## src/rtl/wb_arbiter_2m.sv

```systemverilog
// Two-master, one-slave Wishbone arbiter with round-robin
// grant held per bus cycle and an un-acked access watchdog.
module wb_arbiter_2m #(
    parameter int AW           = 32,
    parameter int DW           = 32,
    parameter int TIMEOUT_CLKS = 64
) (
    input  logic            i_clk,
    input  logic            i_rst,
    input  logic            i_m0_wb_cyc,
    input  logic            i_m0_wb_stb,
    input  logic            i_m0_wb_we,
    input  logic [DW/8-1:0] i_m0_wb_sel,
    input  logic [AW-1:0]   i_m0_wb_adr,
    input  logic [DW-1:0]   i_m0_wb_dat,
    output logic [DW-1:0]   o_m0_wb_dat,
    output logic            o_m0_wb_ack,
    input  logic            i_m1_wb_cyc,
    input  logic            i_m1_wb_stb,
    input  logic            i_m1_wb_we,
    input  logic [DW/8-1:0] i_m1_wb_sel,
    input  logic [AW-1:0]   i_m1_wb_adr,
    input  logic [DW-1:0]   i_m1_wb_dat,
    output logic [DW-1:0]   o_m1_wb_dat,
    output logic            o_m1_wb_ack,
    output logic            o_s_wb_cyc,
    output logic            o_s_wb_stb,
    output logic            o_s_wb_we,
    output logic [DW/8-1:0] o_s_wb_sel,
    output logic [AW-1:0]   o_s_wb_adr,
    output logic [DW-1:0]   o_s_wb_dat,
    input  logic [DW-1:0]   i_s_wb_dat,
    input  logic            i_s_wb_ack,
    output logic [1:0]      o_grant,
    output logic            o_timeout
);

    localparam int CW = (TIMEOUT_CLKS > 0) ?
                        $clog2(TIMEOUT_CLKS + 1) : 1;
    localparam int LIM_I = (TIMEOUT_CLKS > 0) ?
                           TIMEOUT_CLKS - 1 : 0;
    localparam logic [CW-1:0] LIMIT = CW'(LIM_I);

    // One-hot encoding so the grant output is the state itself.
    localparam logic [1:0] IDLE = 2'b00;
    localparam logic [1:0] GNT0 = 2'b01;
    localparam logic [1:0] GNT1 = 2'b10;

    logic [1:0]    state;
    logic [1:0]    state_nxt;
    logic          last_grant;
    logic          abort;
    logic [CW-1:0] wd_cnt;
    logic          wd_hit;

    assign o_grant   = state;
    assign o_timeout = abort;

    assign wd_hit = (TIMEOUT_CLKS > 0) && (state != IDLE) &&
                    !abort && o_s_wb_cyc && o_s_wb_stb &&
                    !i_s_wb_ack && (wd_cnt == LIMIT);

    // Route the owner onto the slave; abort overrides with a fake ack.
    always_comb begin
        o_s_wb_cyc  = 1'b0;
        o_s_wb_stb  = 1'b0;
        o_s_wb_we   = 1'b0;
        o_s_wb_sel  = '0;
        o_s_wb_adr  = '0;
        o_s_wb_dat  = '0;
        o_m0_wb_dat = '0;
        o_m0_wb_ack = 1'b0;
        o_m1_wb_dat = '0;
        o_m1_wb_ack = 1'b0;
        unique case (state)
            GNT0: begin
                o_s_wb_cyc  = i_m0_wb_cyc;
                o_s_wb_stb  = i_m0_wb_stb;
                o_s_wb_we   = i_m0_wb_we;
                o_s_wb_sel  = i_m0_wb_sel;
                o_s_wb_adr  = i_m0_wb_adr;
                o_s_wb_dat  = i_m0_wb_dat;
                o_m0_wb_dat = i_s_wb_dat;
                o_m0_wb_ack = i_s_wb_ack;
            end
            GNT1: begin
                o_s_wb_cyc  = i_m1_wb_cyc;
                o_s_wb_stb  = i_m1_wb_stb;
                o_s_wb_we   = i_m1_wb_we;
                o_s_wb_sel  = i_m1_wb_sel;
                o_s_wb_adr  = i_m1_wb_adr;
                o_s_wb_dat  = i_m1_wb_dat;
                o_m1_wb_dat = i_s_wb_dat;
                o_m1_wb_ack = i_s_wb_ack;
            end
            default: ;
        endcase
        if (abort) begin
            o_s_wb_cyc  = 1'b0;
            o_s_wb_stb  = 1'b0;
            o_m0_wb_dat = '0;
            o_m1_wb_dat = '0;
            o_m0_wb_ack = (state == GNT0);
            o_m1_wb_ack = (state == GNT1);
        end
    end

    // Round-robin pick in IDLE; owner keeps the bus until cyc drops.
    always_comb begin
        state_nxt = state;
        unique case (state)
            IDLE: begin
                if (i_m0_wb_cyc && i_m1_wb_cyc)
                    state_nxt = last_grant ? GNT0 : GNT1;
                else if (i_m0_wb_cyc)
                    state_nxt = GNT0;
                else if (i_m1_wb_cyc)
                    state_nxt = GNT1;
            end
            GNT0: if (abort || !i_m0_wb_cyc) state_nxt = IDLE;
            GNT1: if (abort || !i_m1_wb_cyc) state_nxt = IDLE;
            default: state_nxt = IDLE;
        endcase
    end

    // Grant state, fairness memory and the one-cycle abort flag.
    always_ff @(posedge i_clk) begin
        if (i_rst) begin
            state      <= IDLE;
            last_grant <= 1'b1;
            abort      <= 1'b0;
        end else begin
            state <= state_nxt;
            abort <= wd_hit;
            if (state != IDLE && state_nxt == IDLE)
                last_grant <= (state == GNT1);
        end
    end

    // Count strobed cycles without ack; saturates rather than wraps.
    always_ff @(posedge i_clk) begin
        if (i_rst || abort || i_s_wb_ack || state_nxt != state)
            wd_cnt <= '0;
        else if (o_s_wb_cyc && o_s_wb_stb && wd_cnt != '1)
            wd_cnt <= wd_cnt + CW'(1);
    end

endmodule

```

## config.mk

```make
export PLATFORM = sky130hd
export DESIGN_NAME = wb_arbiter_2m
export DESIGN_NICKNAME = d
export VERILOG_FILES = /design/src/rtl/wb_arbiter_2m.sv
export SDC_FILE = /design/constraint.sdc
export NUM_CORES = 1
export LEC_CHECK = 0
export ABC_AREA = 1
export BUFFER_PORTS_ARGS = -buffer_cell sky130_fd_sc_hd__buf_2
export CAP_MARGIN = 20
export CORE_AREA = 2 2 124 126
export DETAILED_ROUTE_END_ITERATION = 10
export DIE_AREA = 0 0 126 128
export SLEW_MARGIN = 15
export SYNTH_ARGS = -nofsm -noshare
export SYNTH_HDL_FRONTEND = slang
export SYNTH_SLANG_ARGS = --single-unit
```

## constraint.sdc

```tcl
create_clock -name i_clk -period 1.8 [get_ports i_clk]
set_input_delay 0.09 -clock i_clk [delete_from_list [all_inputs] [get_ports i_clk]]
set_output_delay 0.09 -clock i_clk [all_outputs]
set_load 0.005 [all_outputs]
```

==> metrics.md, run 1 <==
| Metric | Value |
|---|---|
| Net switching power | 748 uW |
| Status | complete, no violations |
| Clock sink count | 11 |
| Fin crit period | 1730 ps |
| IO buf count | 316 |
| Routed wire per std cell | 12.6 um |
| Synthesized area | 2230 um^2 |
| DP HPWL | 9380 um |
| Internal power | 1100 uW |
| CTS Buffer Depth | 2 |
| Hold Path Origin | i_rst |
| Startpoint Class | flip-flop |
| Fin Clk Skew | 1.91 ps |
| Crit share post-route | 96.2% |
| Post-DP Area | 4130 um^2 |
| Die footprint | 16100 um^2 |
| PwrDens | 417 nW/um^2 |
| Sw Ratio | 40.4% |
| Crit path launch | o_grant[1]$_SDFF_PP0_ |
| MaxCap Viol Count | 0 |
| 1st-pass router iterations | 4 |
| Finished Layout Cells | 969 |
| Relative slew margins | 77.8% |
| Largest net degree at the start of global routing | 34 |
| Avg Synthesized Cell Area | 4.81 um^2 |
| Nets | 966 |
| Reg power frac | 14.1% |
| Number of global-route vias before repair | 3568 |
| Hold Buf Count CTS | 0 |
| DRC Markers | 0 |
| Max Fclk | 0.577 GHz |
| Global-route wire length before repair | 17900 um |
| DR vias | 4021 |
| Worst Setup End Kind | output port |
| Worst setup margin | 68.1 ps |
| Die extent in y | 128 um |
| FF-to-FF Start | o_grant[1]$_SDFF_PP0_ |
| Library cells used by synthesis | 25 |
| Yosys reg bits | 11 |
| Inserted Clock Buffers | 3 |
| Drt first-iter violations | 166 |
| Yosys warnings | 0 |
| Overall Power | 1850 uW |
| Critical Path RT | 1710 ps |
| Logic pwr share | 63.2% |
| Worst-margin pin slew | 332 ps |
| Finish-stage setup viols | 0 |
| Hold Crit Class | input pin to flip-flop |
| Later-pin clock latency in the skew report | 240 ps |
| Sequential-to-total area share from yosys stat | 9.88% |
| Remaining global-route overflow | 0 |
| Leakage | 0.00256 uW |
| IR drop worst, VDD | 0.000259 V |
| Finished Cell Area | 4450 um^2 |
| Worst-path clk slew | 50 ps |
| Critical path data arrival time | 1640 ps |
| Final GP Congestion | 0.901 |
| Place WS | 110 ps |
| Synth Net Count | 648 |
| CTS tree | built |
| Share of cells above drive strength 1 | 48.5% |
| DIE WIDTH | 126 um |
| ANT nets after route | 0 |
| CTS Root Cell | clkbuf_16 |
| Final Max Slew Viols | 0 |
| GRT Overall Usage | 13.6% |
| Clock share of power | 22.7% |
| Core footprint | 14900 um^2 |
| Area growth syn-to-layout | 99.4% |
| Cell Rows | 45 |
| Cells after synthesis | 464 |
| # H-tree levels | 1 |
| WL final | 12200 um |
| Final hold vios | 0 |
| # placed instances | 955 |
| Antenna violations before repair | 1 |
| N_diodes | 0 |
| RSZ-0062 raised after global routing | yes |
| I/O pin count | 317 |
| Initial Util | 15.0% |
| Crit Path Class | flip-flop to output port |
| Post-DR vias/cell | 4.15 |
| Max Fanout on Critical Path | 13 |
| Final hold slack | 33.0 ps |
==> cells in the mapped netlist (all sizes together) <==
cell type,count,area share (%)
dfxtp,11,9.9
o21ai,2,0.45
nand3b,1,0.34
nand4,4,1.1
nand2,180,31
nor2,84,15
buf,4,1.1
a21oi,70,16
nor3,9,3.6
nor3b,1,0.34
nand3,11,3.5
xor2,1,0.39
clkbuf,25,4.2
inv,52,8.8
ha,7,3.9
xnor2,2,0.79
==> stage by stage <==
stage	setup TNS, ps	util [%]
6_report	0	29.9
5_1_grt	-6.42	29.9
4_1_cts	0	29.2
3_5_place_dp	0	27.8
3_3_place_gp	0	27.8
2_1_floorplan	0	-
==> worst paths after layout <==
path	end	slack (ps)	cells past startpoint
max reg2reg	wd_cnt[3]$_SDFFE_PP0P_	200	10
min reg2reg	last_grant$_SDFFE_PP1P_	460	2
max	o_s_wb_dat[7]	70	7
min	o_grant[1]$_SDFF_PP0_	30	2
==> cell families after synthesis <==
family | synth area share [%]
AO/OA/AOI/OAI | 16.2
XOR/XNOR | 1.18
adder cells (fa/ha/maj) | 3.93
buffers and inverters | 14.1
flip-flops | 9.88
AND/OR/NAND/NOR | 54.8
==> cell type report <==
cell class	instances	area [um^2]
timing repair buffer	342	1950
clock buffer	4	78.8
tap	188	235
inverter	52	200
fill	1708	10400
multi-input combinational	372	1760
sequential	11	225
==> placed cells by master (no fill, tap or decap), types with 6 or more instances in the layout <==
cell       n
a21oi_1   66
buf_12     6
buf_2    316
buf_4     14
dfxtp_1    9
inv_1     46
nand2_1  176
nand3_1    8
nor2_1    80
nor3_2     8
==> registers in the layout, indices dropped and copies added, names as in the netlist <==
signal,count
wd_cnt,7
o_timeout,1
o_grant,2
last_grant,1
==> repair_timing <==
item / in CTS / in global routing
hold endpoints to repair: 0 / 0
endpoints found under the setup margin: 53 / 67
cloned: 3 / 1
pin swaps: 0 / 2
gates resized for setup: 11 / 7
setup buffers: 0 / 6
==> power groups by stage <==
| stage | Sequential (uW) | Clock, uW | Combinational (uW) |
|---|---|---|---|
| after floorplan | 265 | 0 | 472 |
| after global placement | 262 | 0 | 1010 |
| after detailed placement | 262 | 0 | 1000 |
| after CTS | 261 | 426 | 1140 |
| after global routing | 262 | 448 | 1290 |
| final | 261 | 421 | 1170 |
==> critical path, cell delays in order, from the launching register on <==
cell	delay [ps]
dfxtp_2	330
inv_2	120
ha_4	210
buf_12	150
buf_4	160
nand2_1	50
a21oi_1	200
buf_2	160
==> metal layers <==
layer | wire [um] | global-route usage, % | vias up
met5 | 16 | 0 | -
met4 | 53 | 1.29 | 2
met3 | 1090 | 2.50 | 9
met2 | 5870 | 25.1 | 230
met1 | 5130 | 17.1 | 1720
li1 | - | - | 2060
Power figures use the tool's default switching activity.
==> run 2, diff against run 1 <==
MAX_ROUTING_LAYER = met4   (was not set)
==> metrics.md, run 2 (synthesis results as in run 1) <==
| Metric | Value |
|---|---|
| 1st-pass router iterations | 5 |
| Antenna violations before repair | 1 |
| Worst-margin pin slew | 331 ps |
| IR drop worst, VDD | 0.000259 V |
| IO buf count | 316 |
| Leakage | 0.00256 uW |
| Max Fanout on Critical Path | 25 |
| Crit path buffers/inverters | 4 |
| Die extent in y | 128 um |
| Fin crit period | 1720 ps |
| FF-to-FF Start | o_grant[1]$_SDFF_PP0_ |
| Finish-stage setup viols | 0 |
| Clock sink count | 11 |
| Max Fclk | 0.580 GHz |
| Status | complete, no violations |
| # H-tree levels | 1 |
| Final hold slack | 29.7 ps |
| Remaining global-route overflow | 0 |
| CTS Buffer Depth | 2 |
| Later-pin clock latency in the skew report | 240 ps |
| Commonest cells after routing, fill and taps aside | buf_2 (316), nand2_1 (176), nor2_1 (80) |
| Largest net degree at the start of global routing | 34 |
| MaxCap Viol Count | 0 |
| Hold Crit Class | input pin to flip-flop |
| CTS tree | built |
| I/O pin count | 317 |
| RSZ-0062 raised after global routing | yes |
| Crit Path Class | flip-flop to output port |
| Routed wire per std cell | 12.6 um |
| Critical path's slowest cell | dfxtp_2 |
| Share of cells above drive strength 1 | 48.5% |
| PwrDens | 417 nW/um^2 |
| Global-route wire length before repair | 17900 um |
| DR vias | 4031 |
| Critical Path RT | 1710 ps |
| Number of global-route vias before repair | 3573 |
| Drt first-iter violations | 155 |
| ANT nets after route | 0 |
| Die footprint | 16100 um^2 |
| Final hold vios | 0 |
| CP most frequent cell | buf_12 |
| WL final | 12200 um |
| CTS Root Cell | clkbuf_16 |
| Largest stage delay on the critical path | 350 ps |
| Hold Buf Count CTS | 0 |
| Largest register FFs | 7 |
| Relative slew margins | 77.9% |
| Fin Clk Skew | 2.08 ps |
| Hold Path Origin | i_rst |
| Crit path max-delay family | buffers and inverters |
| Biggest register | wd_cnt |
| Nets | 966 |
| Worst setup margin | 75.3 ps |
| Post-DR vias/cell | 4.16 |
| Cell Rows | 45 |
| Worst-path clk slew | 50 ps |
| Inserted Clock Buffers | 3 |
| DP HPWL | 9380 um |
| Area growth syn-to-layout | 99.6% |
| GRT Overall Usage | 14.0% |
| Crit share post-route | 95.8% |
| Crit path launch | o_grant[1]$_SDFF_PP0_ |
| Initial Util | 15.0% |
| Place WS | 110 ps |
| Startpoint Class | flip-flop |
| Final GP Congestion | 0.916 |
| Final Max Slew Viols | 0 |
| Core footprint | 14900 um^2 |
| DIE WIDTH | 126 um |
| DRC Markers | 0 |
| Worst Setup End Kind | output port |
| Most common cell after layout, fill and taps aside | buf_2 |
| Critical path data arrival time | 1630 ps |
| Fillers | 1709 |
| Crit-path cells | buf_4, ha_4, buf_12, buf_12, nand2_1, a21oi_1, buf_2 |
[run 2: worst paths after layout]
check / slack (ps) / depth (start not counted) / end
worst min register to register: 460 / 2 / last_grant$_SDFFE_PP1P_
worst min-delay path: 30 / 2 / o_grant[1]$_SDFF_PP0_
worst max register to register: 200 / 10 / wd_cnt[3]$_SDFFE_PP0P_
worst max-delay path: 80 / 7 / o_s_wb_dat[27]
[run 2: cell type report]
type,instances,area (um^2),share of cell area (%)
diodes,1,2.50,0.0562
clock buffers,4,78.8,1.77
inverters,52,200,4.50
multi-input cells,372,1760,39.5
flip-flops and latches,11,225,5.06
well taps,188,235,5.29
repair buffers,342,1950,43.9
[run 2: through the flow]
step                      instances  area, um^2  power, uW  TNS (ps)  util, %
final                           970        4450       1850         0     29.9
after floorplan                 464        2230        737         0        -
after detailed placement        955        4130       1270         0     27.8
after global routing            970        4450       2000     -6.42     29.9
after global placement          955        4130       1270         0     27.8
after CTS                       962        4350       1830         0     29.2
[run 2: routing by layer]
layer,routed length [um],global-route usage (%)
met1,5220,17.3
met2,5890,25.1
met3,1060,2.17
met4,44,1.23
met5,0,-
[run 2: timing repair]
item                                    4_1_cts  5_1_grt
gates cloned                                  3        1
resized for setup                            11        7
pin swaps                                     0        2
endpoints found under the setup margin       53       67
buffers inserted                              0        6
[run 2: worst reg2reg max path: stages (launching register included)]
cell	delay, ps
dfxtp_2	350
inv_2	80
ha_4	280
inv_4	50
nor2_2	110
nand3_2	130
nor2_4	200
nand2_1	70
nand2_1	60
inv_1	40
nor3_2	150
[run 2: report_power, final]
part	switching, uW	leakage, uW	internal [uW]
Sequential	8.22	0.0000902	253
Combinational	618	0.00243	553
Clock	123	0.0000382	299
